## src/rtl/sar_logic.sv

```systemverilog
// SAR conversion sequencer: sample, one comparator decision per bit, and
// monotonic switching of the two-wire-per-cap DAC control.
module sar_logic #(
  parameter int ADC_BITS      = 8,
  parameter int SAMPLE_CYCLES = 2,
  parameter int SETTLE_CYCLES = 1
) (
  input  logic                clk,
  input  logic                rst,
  input  logic                start,
  input  logic                comp_out,
  input  logic                comp_valid,
  output logic                sample,
  output logic                comp_en,
  output logic [ADC_BITS-1:1] dac_data_h,
  output logic [ADC_BITS-1:1] dac_data_l,
  output logic                busy,
  output logic [ADC_BITS-1:0] dout,
  output logic                dout_valid
);

  localparam int IDX_W       = (ADC_BITS > 1) ? $clog2(ADC_BITS) : 1;
  localparam int CNT_MAX     = (SAMPLE_CYCLES > SETTLE_CYCLES) ? SAMPLE_CYCLES : SETTLE_CYCLES;
  localparam int CNT_W       = (CNT_MAX > 1) ? $clog2(CNT_MAX + 1) : 1;
  localparam int SAMPLE_LOAD = (SAMPLE_CYCLES > 0) ? SAMPLE_CYCLES - 1 : 0;
  localparam int SETTLE_LOAD = (SETTLE_CYCLES > 0) ? SETTLE_CYCLES - 1 : 0;

  localparam logic [ADC_BITS-1:1] CAP_VCM   = {(ADC_BITS-1){1'b0}};
  localparam logic [ADC_BITS-1:0] CODE_ZERO = {ADC_BITS{1'b0}};
  localparam logic [IDX_W-1:0]    IDX_ZERO  = {IDX_W{1'b0}};
  localparam logic [CNT_W-1:0]    CNT_ZERO  = {CNT_W{1'b0}};

  typedef enum logic [2:0] {
    ST_IDLE   = 3'd0,
    ST_SAMPLE = 3'd1,
    ST_C_FIRE = 3'd2,
    ST_C_WAIT = 3'd3,
    ST_SETTLE = 3'd4,
    ST_DONE   = 3'd5
  } state_t;

  // A decided bit pulls its cap away from vcm, opposite to the comparator
  // result; the returned {h,l} pair is always 10 or 01, never 11.
  function automatic logic [1:0] cap_code(input logic bit_v);
    logic [1:0] code_v;
    if (bit_v) begin
      code_v = 2'b01;
    end else begin
      code_v = 2'b10;
    end
    return code_v;
  endfunction

  state_t                state_q, state_d;
  logic [IDX_W-1:0]      idx_q, idx_d;
  logic [CNT_W-1:0]      cnt_q, cnt_d;
  logic                  sample_q, sample_d;
  logic                  comp_en_q, comp_en_d;
  logic [ADC_BITS-1:1]   dac_h_q, dac_h_d;
  logic [ADC_BITS-1:1]   dac_l_q, dac_l_d;
  logic                  busy_q, busy_d;
  logic [ADC_BITS-1:0]   result_q, result_d;
  logic [ADC_BITS-1:0]   dout_q, dout_d;
  logic                  dout_valid_q, dout_valid_d;

  logic                  cnt_zero_s;
  logic                  idx_zero_s;

  assign cnt_zero_s = (cnt_q == CNT_ZERO);
  assign idx_zero_s = (idx_q == IDX_ZERO);

  // State and registered-output flops with synchronous reset.
  always_ff @(posedge clk) begin
    if (rst) begin
      state_q      <= ST_IDLE;
      idx_q        <= IDX_ZERO;
      cnt_q        <= CNT_ZERO;
      sample_q     <= 1'b0;
      comp_en_q    <= 1'b0;
      dac_h_q      <= CAP_VCM;
      dac_l_q      <= CAP_VCM;
      busy_q       <= 1'b0;
      result_q     <= CODE_ZERO;
      dout_q       <= CODE_ZERO;
      dout_valid_q <= 1'b0;
    end else begin
      state_q      <= state_d;
      idx_q        <= idx_d;
      cnt_q        <= cnt_d;
      sample_q     <= sample_d;
      comp_en_q    <= comp_en_d;
      dac_h_q      <= dac_h_d;
      dac_l_q      <= dac_l_d;
      busy_q       <= busy_d;
      result_q     <= result_d;
      dout_q       <= dout_d;
      dout_valid_q <= dout_valid_d;
    end
  end

  // Next-state, bit index and cycle counter sequencing.
  always_comb begin
    state_d = state_q;
    idx_d   = idx_q;
    cnt_d   = cnt_q;
    case (state_q)
      ST_IDLE: begin
        if (start) begin
          state_d = ST_SAMPLE;
          idx_d   = IDX_W'(ADC_BITS - 1);
          cnt_d   = CNT_W'(SAMPLE_LOAD);
        end else begin
          state_d = ST_IDLE;
        end
      end
      ST_SAMPLE: begin
        if (cnt_zero_s) begin
          state_d = ST_C_FIRE;
        end else begin
          cnt_d = cnt_q - CNT_W'(1);
        end
      end
      ST_C_FIRE: begin
        state_d = ST_C_WAIT;
      end
      ST_C_WAIT: begin
        if (comp_valid) begin
          if (idx_zero_s) begin
            state_d = ST_DONE;
          end else if (SETTLE_CYCLES > 0) begin
            idx_d   = idx_q - IDX_W'(1);
            cnt_d   = CNT_W'(SETTLE_LOAD);
            state_d = ST_SETTLE;
          end else begin
            idx_d   = idx_q - IDX_W'(1);
            state_d = ST_C_FIRE;
          end
        end else begin
          state_d = ST_C_WAIT;
        end
      end
      ST_SETTLE: begin
        if (cnt_zero_s) begin
          state_d = ST_C_FIRE;
        end else begin
          cnt_d = cnt_q - CNT_W'(1);
        end
      end
      ST_DONE: begin
        state_d = ST_IDLE;
      end
      default: begin
        state_d = ST_IDLE;
        idx_d   = IDX_ZERO;
        cnt_d   = CNT_ZERO;
      end
    endcase
  end

  // Output and datapath values loaded on the same edge as the state change.
  always_comb begin
    sample_d     = sample_q;
    comp_en_d    = 1'b0;
    dac_h_d      = dac_h_q;
    dac_l_d      = dac_l_q;
    busy_d       = busy_q;
    result_d     = result_q;
    dout_d       = dout_q;
    dout_valid_d = 1'b0;
    case (state_q)
      ST_IDLE: begin
        if (start) begin
          busy_d   = 1'b1;
          sample_d = 1'b1;
          dac_h_d  = CAP_VCM;
          dac_l_d  = CAP_VCM;
          result_d = CODE_ZERO;
        end else begin
          sample_d = 1'b0;
        end
      end
      ST_SAMPLE: begin
        if (cnt_zero_s) begin
          sample_d  = 1'b0;
          comp_en_d = 1'b1;
        end else begin
          sample_d = 1'b1;
        end
      end
      ST_C_FIRE: begin
        comp_en_d = 1'b0;
      end
      ST_C_WAIT: begin
        if (comp_valid) begin
          for (int k = 0; k < ADC_BITS; k++) begin
            if (idx_q == IDX_W'(k)) begin
              result_d[k] = comp_out;
            end else begin
              result_d[k] = result_q[k];
            end
          end
          for (int k = 1; k < ADC_BITS; k++) begin
            if (idx_q == IDX_W'(k)) begin
              {dac_h_d[k], dac_l_d[k]} = cap_code(comp_out);
            end else begin
              {dac_h_d[k], dac_l_d[k]} = {dac_h_q[k], dac_l_q[k]};
            end
          end
          if (!idx_zero_s && (SETTLE_CYCLES == 0)) begin
            comp_en_d = 1'b1;
          end else begin
            comp_en_d = 1'b0;
          end
        end else begin
          comp_en_d = 1'b0;
        end
      end
      ST_SETTLE: begin
        if (cnt_zero_s) begin
          comp_en_d = 1'b1;
        end else begin
          comp_en_d = 1'b0;
        end
      end
      ST_DONE: begin
        dout_d       = result_q;
        dout_valid_d = 1'b1;
        busy_d       = 1'b0;
      end
      default: begin
        sample_d = 1'b0;
        busy_d   = 1'b0;
        dac_h_d  = CAP_VCM;
        dac_l_d  = CAP_VCM;
      end
    endcase
  end

  assign sample     = sample_q;
  assign comp_en    = comp_en_q;
  assign dac_data_h = dac_h_q;
  assign dac_data_l = dac_l_q;
  assign busy       = busy_q;
  assign dout       = dout_q;
  assign dout_valid = dout_valid_q;

endmodule
```

## config.mk

```make
export PLATFORM = sky130hd
export DESIGN_NAME = sar_logic
export DESIGN_NICKNAME = d
export VERILOG_FILES = /design/src/rtl/sar_logic.sv
export SDC_FILE = /design/constraint.sdc
export NUM_CORES = 1
export LEC_CHECK = 0
export CAP_MARGIN = 20
export CORE_ASPECT_RATIO = 0.7
export CORE_MARGIN = 2
export CORE_UTILIZATION = 50
export CTS_CLUSTER_SIZE = 25
export DETAILED_ROUTE_END_ITERATION = 6
export DONT_BUFFER_PORTS = 1
export GPL_TIMING_DRIVEN = 1
export PLACE_DENSITY_LB_ADDON = 0.25
export SETUP_SLACK_MARGIN = 0.3
export SLEW_MARGIN = 20
export SYNTH_ARGS = -nofsm -noshare
export SYNTH_HDL_FRONTEND = slang
export SYNTH_SLANG_ARGS = --single-unit
```

## constraint.sdc

```tcl
create_clock -name clk -period 2.05 [get_ports clk]
set_input_delay 0.5125 -clock clk [delete_from_list [all_inputs] [get_ports clk]]
set_output_delay 0.5125 -clock clk [all_outputs]
set_load 0.005 [all_outputs]
```

Word-level counts from Yosys, hierarchy flattened --
Index checks and enable logic that the tools add are counted.
Word-level totals: flip-flop bits (word level) 42, output and inout bits 26, input bits 5, logic and storage cells 141
Cells by class: add/subtract/negate cells 2, reduce and logical (&&, ||, !) cells 28, equality and inequality tests 25, multiplexer cells 52, bitwise gates (word level) 4
Operator list (count):
- AND reduction 4 bit | 16
- one-hot mux 7 bit (3 select lines) | 2
- two-way mux 1 bit | 29
- inequality test 2 bit, second input constant | 12
- two-way mux 7 bit | 3
- equality test 3 bit, second input constant | 6
- two-way mux 8 bit | 2
- one-hot mux 8 bit (2 select lines) | 1
- two-way mux 3 bit | 5
- equality test 3 x 2 -> 1 bit, second input constant | 4
- one-hot mux 3 bit (4 select lines) | 1
- OR reduction 4 bit | 3
- two-way mux 2 bit | 5
- one-hot mux 3 bit (3 select lines) | 1
- one-hot mux 2 bit (4 select lines) | 1
- equality test 3 x 1 -> 1 bit, second input constant | 2
- zero test 3 bit | 2
- OR reduction 2 bit | 3
- AND reduction 5 bit | 1
- NOT 1 bit | 4
- one-hot mux 1 bit (3 select lines) | 1
- subtractor 3 x 1 -> 3 bit, second input constant | 1
- zero test 2 bit | 1
- inequality test 2 x 1 -> 1 bit, second input constant | 1
- other kinds (4) | 4

Depth between registers and ports, before layout --
Gate-level depths: netlist (run 1).
depth after elaboration 4, mapped depth 7

Worst setup path after synthesis (run 1) --
Ideal clock, no wire load.
path kind in2reg, start point input port start, end point register idx_q[2], data arrival time 1.635 ns, setup slack 0.285 ns, stages on the path 6, cell sequence or4b_4 -> buf_6 -> and2_4 -> buf_6 -> o31ai_4 -> a21oi_2
Between the ends: longest elaborated chain between the ends 2
Ends and longest elaborated chain:
- from (decl) | RTL line 10 | input logic start,
- inequality test 2 bit (no source line)
- AND reduction 4 bit (no source line)
- to (signal assigned) | RTL line 88 | idx_q <= idx_d;
- to (decl) | RTL line 55 | logic [IDX_W-1:0] idx_q, idx_d;
No other way between the ends. A chain may end at the register's enable or synchronous reset.

Worst setup path in the final report (run 1) --
start point register state_q[2], end point register dac_h_q (netlist bit dac_data_h[4])
Between the ends: longest elaborated chain between the ends 4, elaborated cells between the ends (all ways) 13, those cells by class eq/ne (8); mux (1); bitwise (1); reduce/logical (3)
Ends and longest elaborated chain:
- from (decl) | RTL line 54 | state_t state_q, state_d;
- from (signal assigned) | RTL line 87 | state_q <= state_d;
- equality test 3 bit (tied with other cells) | RTL line 170 | case (state_q)
- OR reduction 4 bit (no source line)
- NOT 1 bit (no source line)
- AND reduction 4 bit (no source line)
- to (signal assigned) | RTL line 92 | dac_h_q <= dac_h_d;
- to (decl) | RTL line 59 | logic [ADC_BITS-1:1] dac_h_q, dac_h_d;
Parallel ways exist; a longest one is shown, timed or not.

==> results.yml, run 1 <==
yosys:
  synthCells: 225
  ys_ff_latch: 42
  synth_nets: 236
  ys_warn_count: 0
  yosys_most_used_dff: "dfxtp_1"
  synthArstFlopShare_pct: 0
  synth_edf_count: 0
  seq_area_frac_synth_pct: 41.5
  synth_area_sq_mm: 0.00202
  synthDistinctLibCells: 41
  syn_area_per_cell_sq_um: 9.00
sta:
  min_period_over_period_pct: 85.7
  fin_crit_ps: 1760
  drv_slew: 0
  fin_skew_ps: 6.22
  worst_pin_slew_ps: 502
  setup_violations: 0
  setup_tns_ps: 0
  layout_setup_ws_ps: 294
  fmax_mhz: 569
  max_slew_margin_pct: 66.4
  hold_viol_final: 0
  rsz0062_at_grt: "true"
worst_setup_path:
  cp_slowest_cell: "or4b_4"
  max_stage_delay_ps: 670
  crit_path_end_kind: "flop"
  crit_path_start_kind: "flop"
  path_class: "reg2reg"
  cp_num_buf_inv: 0
  critPathArrivalTime_ps: 1950
  path_delay_family: "simple AND/OR/NAND/NOR gates"
  crit_chain: "or4b_4, a22oi_1, mux2i_1, nor2_1"
  worstPathMaxFanout: 10
  required_ps: 2250
pwr:
  clkPwrFrac_pct: 21.9
  internal-power_mw: 1.64
  sequentialPowerShare_pct: 39.7
  combPwrFrac_pct: 38.4
  p_leak_nw: 0.867
  p_switching_mw: 0.964
  ir_worst_vdd_mv: 0.660
  p_per_area_mw_per_mm2: 1190
  swShare_pct: 37.1
global_route:
  overflow: 0
  grt_pass1_vias: 1358
  antenna_found_initial: 0
  grt_max_degree: 46
  grt_pass1_wl_um: 7010
  grt.total_usage_pct: 20.3
floorplan:
  num_rows: 19
  start_util_pct: 51.9
  ioPinCount: 31
  core_area_sq_mm: 0.00390
  die_x_um: 80.1
  die_h_um: 57.2
  die-area_sq_mm: 0.00458
cts:
  ctsHoldBuffers: 0
  clkSinkCount: 42
  ctsRootBufferMaster: "clkbuf_8"
  insertion_delay_ps: 300
  cts-htree-levels: 2
  cts_tree: "built"
  cts_made_buffers: 5
  clkTransAtPathRegs_ps: 80
  cts_buffer_depth: 2
place:
  place_area_sq_mm: 0.00204
  gp_congestion: 0.802
  dp_hpwl_um: 2970
  placed_cells: 265
  pre_cts_ws_ps: 282
  io_buffers: 0
drt:
  wl_per_cell_um: 15.9
  viasPerCell: 5.64
  vias: 1552
  firstDrtPassIters: 4
  first_iter_violations: 128
  finalWirelength_um: 4370
  postRouteAntennaNets: 0
  drcViolationCount: 0
final_layout:
  num-fill-cells: 360
  layout_common_cells: "dfxtp_1, nor2_1, mux2i_1"
  instances_no_fill: 275
  layout_commonest_cell: "dfxtp_1"
  drive_gt1_share_pct: 15.2
  areaGrowthSynthToFinish_pct: 7.60
  num-nets-final: 233
  stdcell_area_sq_mm: 0.00218
  antenna_cells: 0
hold_path:
  hold_path.class: "in2reg"
status:
  status: "finished, final reports clean"
job:
  drv_cap: 0
==> power by group through the flow <==
stage,sequential (mW),combinational (mW),clock (mW)
final,1.03,0.997,0.570
after global placement,1.05,0.943,0
after detailed placement,1.05,0.950,0
after floorplan,0.966,0.873,0
after CTS,1.03,0.964,0.583
after global routing,1.05,1.10,0.618
==> state kept, by name, indices dropped and copies added, names as in the netlist <==
| name | flops |
|---|---|
| dout | 8 |
| result_q | 8 |
| dac_data_h | 7 |
| dac_data_l | 7 |
| idx_q | 3 |
| state_q | 3 |
| cnt_q | 2 |
| busy | 1 |
| comp_en | 1 |
| dout_valid | 1 |
| sample | 1 |
==> synthesized netlist by cell type, types with 2 or more instances <==
cell | n | area [sq um]
dfxtp_1 | 42 | 841
nor2_1 | 28 | 105
mux2i_1 | 22 | 220
a21oi_1 | 19 | 95.1
o21ai_0 | 15 | 75.1
clkbuf_1 | 12 | 45.0
nand2_1 | 9 | 33.8
inv_1 | 7 | 26.3
a22oi_1 | 6 | 45.0
ha_1 | 6 | 75.1
nand2b_1 | 6 | 37.5
and2_1 | 5 | 31.3
nand3_1 | 5 | 25.0
nand3b_1 | 5 | 37.5
buf_2 | 4 | 20.0
buf_6 | 3 | 33.8
nand4b_1 | 3 | 26.3
a2111oi_0 | 2 | 17.5
a22oi_2 | 2 | 25.0
mux2_2 | 2 | 22.5
nor2b_1 | 2 | 12.5
==> kinds of logic (layout without fill, tap and decap cells) <==
group	Yosys count	after routing	synth area share, %
compound gates	54	54	17.2
mux	24	24	12.0
simple gates	71	71	18.4
xor+xnor	1	1	0.433
flops	42	42	41.5
buf+inv	26	24	6.18
fa+ha+maj	7	7	4.20
==> what timing repair did <==
item	in CTS	in global routing
setup buffers	0	2
endpoints found under the setup margin	1	19
gates resized for setup	1	6
==> layer usage <==
layer  share of wire (%)  global-route usage, %
met2                  39                   23.1
met5                   0                      0
met1                  51                   31.9
met4                 1.4                   7.26
met3                 9.4                   9.49
==> through the flow <==
| stage | util (%) | hold slack [ps] | total power [mW] |
|---|---|---|---|
| 2_1_floorplan | - | 448 | 1.84 |
| 3_3_place_gp | 52.4 | 458 | 1.99 |
| 3_5_place_dp | 52.4 | 466 | 2.00 |
| 4_1_cts | 55.0 | 261 | 2.58 |
| 5_1_grt | 55.9 | 250 | 2.77 |
| 6_report | 55.9 | 267 | 2.60 |
==> worst paths after layout <==
kind,depth (start not counted),start,endpoint,slack [ps]
worst max-delay path,4,state_q[2]$_SDFFE_PP0P_,dac_data_h[4]$_SDFFE_PP0P_,290
worst max register to register,4,state_q[2]$_SDFFE_PP0P_,dac_data_h[4]$_SDFFE_PP0P_,290
worst min register to register,2,sample$_SDFFE_PP0N_,sample$_SDFFE_PP0N_,470
worst min-delay path,1,rst,idx_q[2]$_SDFFE_PP0P_,270
==> layout make-up <==
| cell class | instances | area, sq um | area share, % |
|---|---|---|---|
| Multi-Input combinational cell | 157 | 1080 | 49.7 |
| Sequential cell | 42 | 842 | 38.7 |
| Clock buffer | 6 | 82.6 | 3.79 |
| Timing Repair Buffer | 9 | 67.6 | 3.10 |
| Tap cell | 52 | 65.1 | 2.99 |
| Inverter | 7 | 26.3 | 1.21 |
| Clock inverter | 2 | 12.5 | 0.574 |
(Power assumes the default switching activity.)
==> run 2: changes to the inputs <==
==> constraint.sdc (replaced) <==
create_clock -name clk -period 1.67 [get_ports clk]
set_input_delay 0.4175 -clock clk [delete_from_list [all_inputs] [get_ports clk]]
set_output_delay 0.4175 -clock clk [all_outputs]
set_load 0.005 [all_outputs]
==> results.yml, run 2 (synthesis results as in run 1) <==
status:
  status: "finished, final reports clean"
sta:
  setup_violations: 0
  rsz0062_at_grt: "true"
  fin_skew_ps: 2.91
  fin_crit_ps: 1630
  layout_setup_ws_ps: 35.0
  hold_viol_final: 0
  worst_pin_slew_ps: 461
  max_slew_margin_pct: 69.2
  fmax_mhz: 612
  drv_slew: 0
  min_period_over_period_pct: 97.9
hold_path:
  hold_path.class: "in2reg"
pwr:
  p_per_area_mw_per_mm2: 1470
  p_leak_nw: 0.963
  ir_worst_vdd_mv: 0.684
global_route:
  grt_pass1_wl_um: 7470
  overflow: 0
  grt_pass1_vias: 1540
  antenna_found_initial: 0
  grt_max_degree: 46
  grt.total_usage_pct: 21.2
floorplan:
  start_util_pct: 51.9
  die-area_sq_mm: 0.00458
  ioPinCount: 31
  core_area_sq_mm: 0.00390
  die_h_um: 57.2
  die_x_um: 80.1
  num_rows: 19
cts:
  cts_tree: "built"
  clkSinkCount: 42
  cts_buffer_depth: 2
  cts-htree-levels: 2
  ctsHoldBuffers: 0
  clkTransAtPathRegs_ps: 70
  cts_made_buffers: 5
  insertion_delay_ps: 290
  ctsRootBufferMaster: "clkbuf_8"
place:
  pre_cts_ws_ps: -0.775
  dp_hpwl_um: 3000
  gp_congestion: 0.791
  placed_cells: 275
  io_buffers: 0
worst_setup_path:
  max_stage_delay_ps: 610
  worstPathMaxFanout: 8
  crit_path_end_kind: "flop"
  crit_chain: "or4b_4, a22oi_2, mux2i_1, nor2_1"
  cp_slowest_cell: "or4b_4"
  required_ps: 1860
  crit_path_start_kind: "flop"
  critPathArrivalTime_ps: 1830
  path_class: "reg2reg"
job:
  drv_cap: 0
drt:
  firstDrtPassIters: 4
  drcViolationCount: 0
  postRouteAntennaNets: 0
  viasPerCell: 5.63
  finalWirelength_um: 4610
  vias: 1617
  first_iter_violations: 102
  wl_per_cell_um: 16.1
final_layout:
  drive_gt1_share_pct: 32.3
  areaGrowthSynthToFinish_pct: 19.8
  layout_commonest_cell: "dfxtp_1"
  num-nets-final: 246
  layout_common_cells: "dfxtp_1, nor2_1, mux2i_1"
  instances_no_fill: 287
  antenna_cells: 0
[run 2: cell types whose count changed in the layout (fill, tap and decap cells not counted), sizes merged]
cell | before | now
or4b | 1 | 2
clkinvlp | 1 | 0
clkbuf | 6 | 5
buf | 9 | 21
clkinv | 1 | 2
[run 2: worst max-delay path: cells and delay by family (launching register included)]
kind | cells | cell delay, ps
simple gates | 2 | 660
flops | 1 | 380
compound gates | 1 | 280
mux | 1 | 210
[run 2: stage by stage]
stage          hold WS, ps  utilization [%]  setup TNS (ps)  instance area, sq um  total power [mW]
2_1_floorplan          448                -           -31.8                  2040              2.28
3_3_place_gp           460             54.5           -10.7                  2130              2.53
3_5_place_dp           459             54.5          -0.775                  2130              2.55
4_1_cts                170             59.8               0                  2330              3.41
5_1_grt                169             62.2            -115                  2420              3.81
6_report               183             62.2               0                  2420              3.57
[run 2: routing by layer]
layer / GRT usage (%) / vias up / share of wire (%)
met5: 0 / - / 0
met4: 10.2 / 0 / 2.3
met3: 6.49 / 10 / 6.2
met2: 30.5 / 44 / 43
met1: 29.0 / 753 / 49
li1: - / 810 / -
[run 2: timing repair]
| action | 4_1_cts | 5_1_grt |
|---|---|---|
| setup buffers | 2 | 2 |
| pin swaps | 11 | 15 |
| setup endpoints to repair | 29 | 29 |
| resized for setup | 31 | 25 |
| gates cloned | 1 | 0 |
[run 2: final timing paths]
check             slack, ps  depth (start not counted)                          to                    start
setup / recovery         40                          4  dac_data_h[4]$_SDFFE_PP0P_  state_q[1]$_SDFFE_PP0P_
hold / removal          180                          1           busy$_SDFFE_PP0P_                      rst
hold reg to reg         470                          2       idx_q[1]$_SDFFE_PP0P_    idx_q[1]$_SDFFE_PP0P_
setup reg to reg         40                          4  dac_data_h[4]$_SDFFE_PP0P_  state_q[1]$_SDFFE_PP0P_
[run 2: cell type report]
class / count / area (sq um)
Multi-Input combinational cell: 158 / 1240
Clock inverter: 2 / 10.0
Tap cell: 52 / 65.1
Sequential cell: 42 / 850
Clock buffer: 5 / 68.8
Timing Repair Buffer: 21 / 169
Inverter: 7 / 26.3
Fill cell: 333 / 1470
[run 2: power breakdown]
group / leakage [nW] / internal [mW] / switching, mW / total (mW)
logic: 0.577 / 0.830 / 0.856 / 1.69
clock network: 0.0438 / 0.281 / 0.335 / 0.616
registers: 0.342 / 1.13 / 0.144 / 1.27
total: 0.963 / 2.24 / 1.34 / 3.57
==> run 3: changes to the inputs <==
--- a/config.mk
+++ b/config.mk
@@ -8,7 +8,7 @@
 export CAP_MARGIN = 20
 export CORE_ASPECT_RATIO = 0.7
 export CORE_MARGIN = 2
-export CORE_UTILIZATION = 50
+export CORE_UTILIZATION = 45
 export CTS_CLUSTER_SIZE = 25
 export DETAILED_ROUTE_END_ITERATION = 6
 export DONT_BUFFER_PORTS = 1
==> results.yml, run 3 (synthesis results as in run 1) <==
pwr:
  clkPwrFrac_pct: 21.4
  combPwrFrac_pct: 44.7
  sequentialPowerShare_pct: 33.8
  ir_worst_vdd_mv: 0.689
  p_per_area_mw_per_mm2: 1520
  p_switching_mw: 1.31
  p_leak_nw: 0.990
  internal-power_mw: 2.40
  swShare_pct: 35.4
sta:
  fin_crit_ps: 1600
  setup_violations: 0
  layout_setup_ws_ps: 66.5
  max_slew_margin_pct: 73.4
  hold_viol_final: 0
  fmax_mhz: 624
  rsz0062_at_grt: "true"
  worst_pin_slew_ps: 398
  drv_slew: 0
  min_period_over_period_pct: 96.0
  fin_skew_ps: 8.91
cts:
  cts_buffer_depth: 2
  insertion_delay_ps: 290
  cts_tree: "built"
  ctsHoldBuffers: 0
  clkSinkCount: 42
  clkTransAtPathRegs_ps: 80
  cts_made_buffers: 5
  cts-htree-levels: 2
  ctsRootBufferMaster: "clkbuf_8"
final_layout:
  num-nets-final: 251
  layout_commonest_cell: "dfxtp_1"
  areaGrowthSynthToFinish_pct: 21.0
  post-route-util_pct: 56.6
  antenna_cells: 0
  drive_gt1_share_pct: 30.3
  layout_common_cells: "dfxtp_1, nor2_1, mux2i_1, buf_4, a21oi_1"
floorplan:
  die_h_um: 60.1
  die_x_um: 84.2
  ioPinCount: 31
  core_area_sq_mm: 0.00433
  die-area_sq_mm: 0.00506
  start_util_pct: 46.8
  num_rows: 20
worst_setup_path:
  required_ps: 1870
  crit_path_end_kind: "flop"
  critPathArrivalTime_ps: 1800
  path_class: "reg2reg"
  worstPathMaxFanout: 5
  crit_path_start_kind: "flop"
global_route:
  grt_pass1_vias: 1463
  antenna_found_initial: 0
  grt_max_degree: 46
  grt_pass1_wl_um: 7470
  overflow: 0
  grt.total_usage_pct: 19.0
job:
  drv_cap: 0
place:
  dp_hpwl_um: 3110
  io_buffers: 0
  gp_congestion: 0.856
  pre_cts_ws_ps: -25.0
status:
  status: "finished, final reports clean"
drt:
  finalWirelength_um: 4710
  firstDrtPassIters: 4
  vias: 1639
  first_iter_violations: 109
  wl_per_cell_um: 15.9
  drcViolationCount: 0
  postRouteAntennaNets: 0
  viasPerCell: 5.54
hold_path:
  hold_path.class: "in2reg"
==> run 3: path summary, 6_finish.rpt <==
path,depth (start not counted),to,slack (ps),from
max,4,dac_data_h[7]$_SDFFE_PP0P_,70,state_q[2]$_SDFFE_PP0P_
min,1,sample$_SDFFE_PP0N_,190,rst
max reg2reg,4,dac_data_h[7]$_SDFFE_PP0P_,70,state_q[2]$_SDFFE_PP0P_
min reg2reg,2,sample$_SDFFE_PP0N_,470,sample$_SDFFE_PP0N_
==> run 3: metrics by stage <==
| stage | power (mW) | TNS [ps] | cell area (sq um) | hold WS, ps | std cells |
|---|---|---|---|---|---|
| after floorplan | 2.28 | -31.8 | 2040 | 448 | 225 |
| after global placement | 2.57 | -20.7 | 2140 | 459 | 280 |
| after detailed placement | 2.58 | -54.9 | 2140 | 463 | 280 |
| after CTS | 3.63 | 0 | 2380 | 170 | 293 |
| after global routing | 3.93 | 0 | 2450 | 167 | 296 |
| final | 3.71 | 0 | 2450 | 189 | 296 |
==> run 3: layout make-up <==
type | instances | area [sq um]
clock buffer | 6 | 72.6
clock inverter | 2 | 37.5
fill | 388 | 1880
inverter | 7 | 26.3
multi-input combinational | 158 | 1180
sequential | 42 | 851
tap | 55 | 68.8
timing repair buffer | 26 | 210
==> run 3: metal layers <==
metal	routed length, um	GRT usage [%]	vias to the layer above
li1	-	-	819
met1	2300	25.1	777
met2	2070	29.7	39
met3	310	7.04	4
met4	30	4.84	0
met5	0	0	-
==> run 3: worst max-delay path, cell delays in order (launching register included) <==
cell,delay [ps]
dfxtp_2,350
or4b_4,600
a22oi_2,290
mux2i_1,210
nor2_1,50
==> run 3: what timing repair did <==
| item | in CTS | in global routing |
|---|---|---|
| setup endpoints to repair | 28 | 30 |
| cloned | 1 | 0 |
| gates resized for setup | 29 | 17 |
| setup buffers | 4 | 3 |
| endpoints found under the hold margin | 0 | 0 |
| pin swaps | 7 | 6 |
==> run 3: power groups by stage <==
stage | Clock (mW) | Sequential, mW | Combinational, mW
global placement | 0 | 1.25 | 1.32
floorplan | 0 | 1.19 | 1.10
detailed placement | 0 | 1.25 | 1.33
global route | 0.858 | 1.27 | 1.80
finish | 0.795 | 1.26 | 1.66
CTS | 0.819 | 1.25 | 1.56
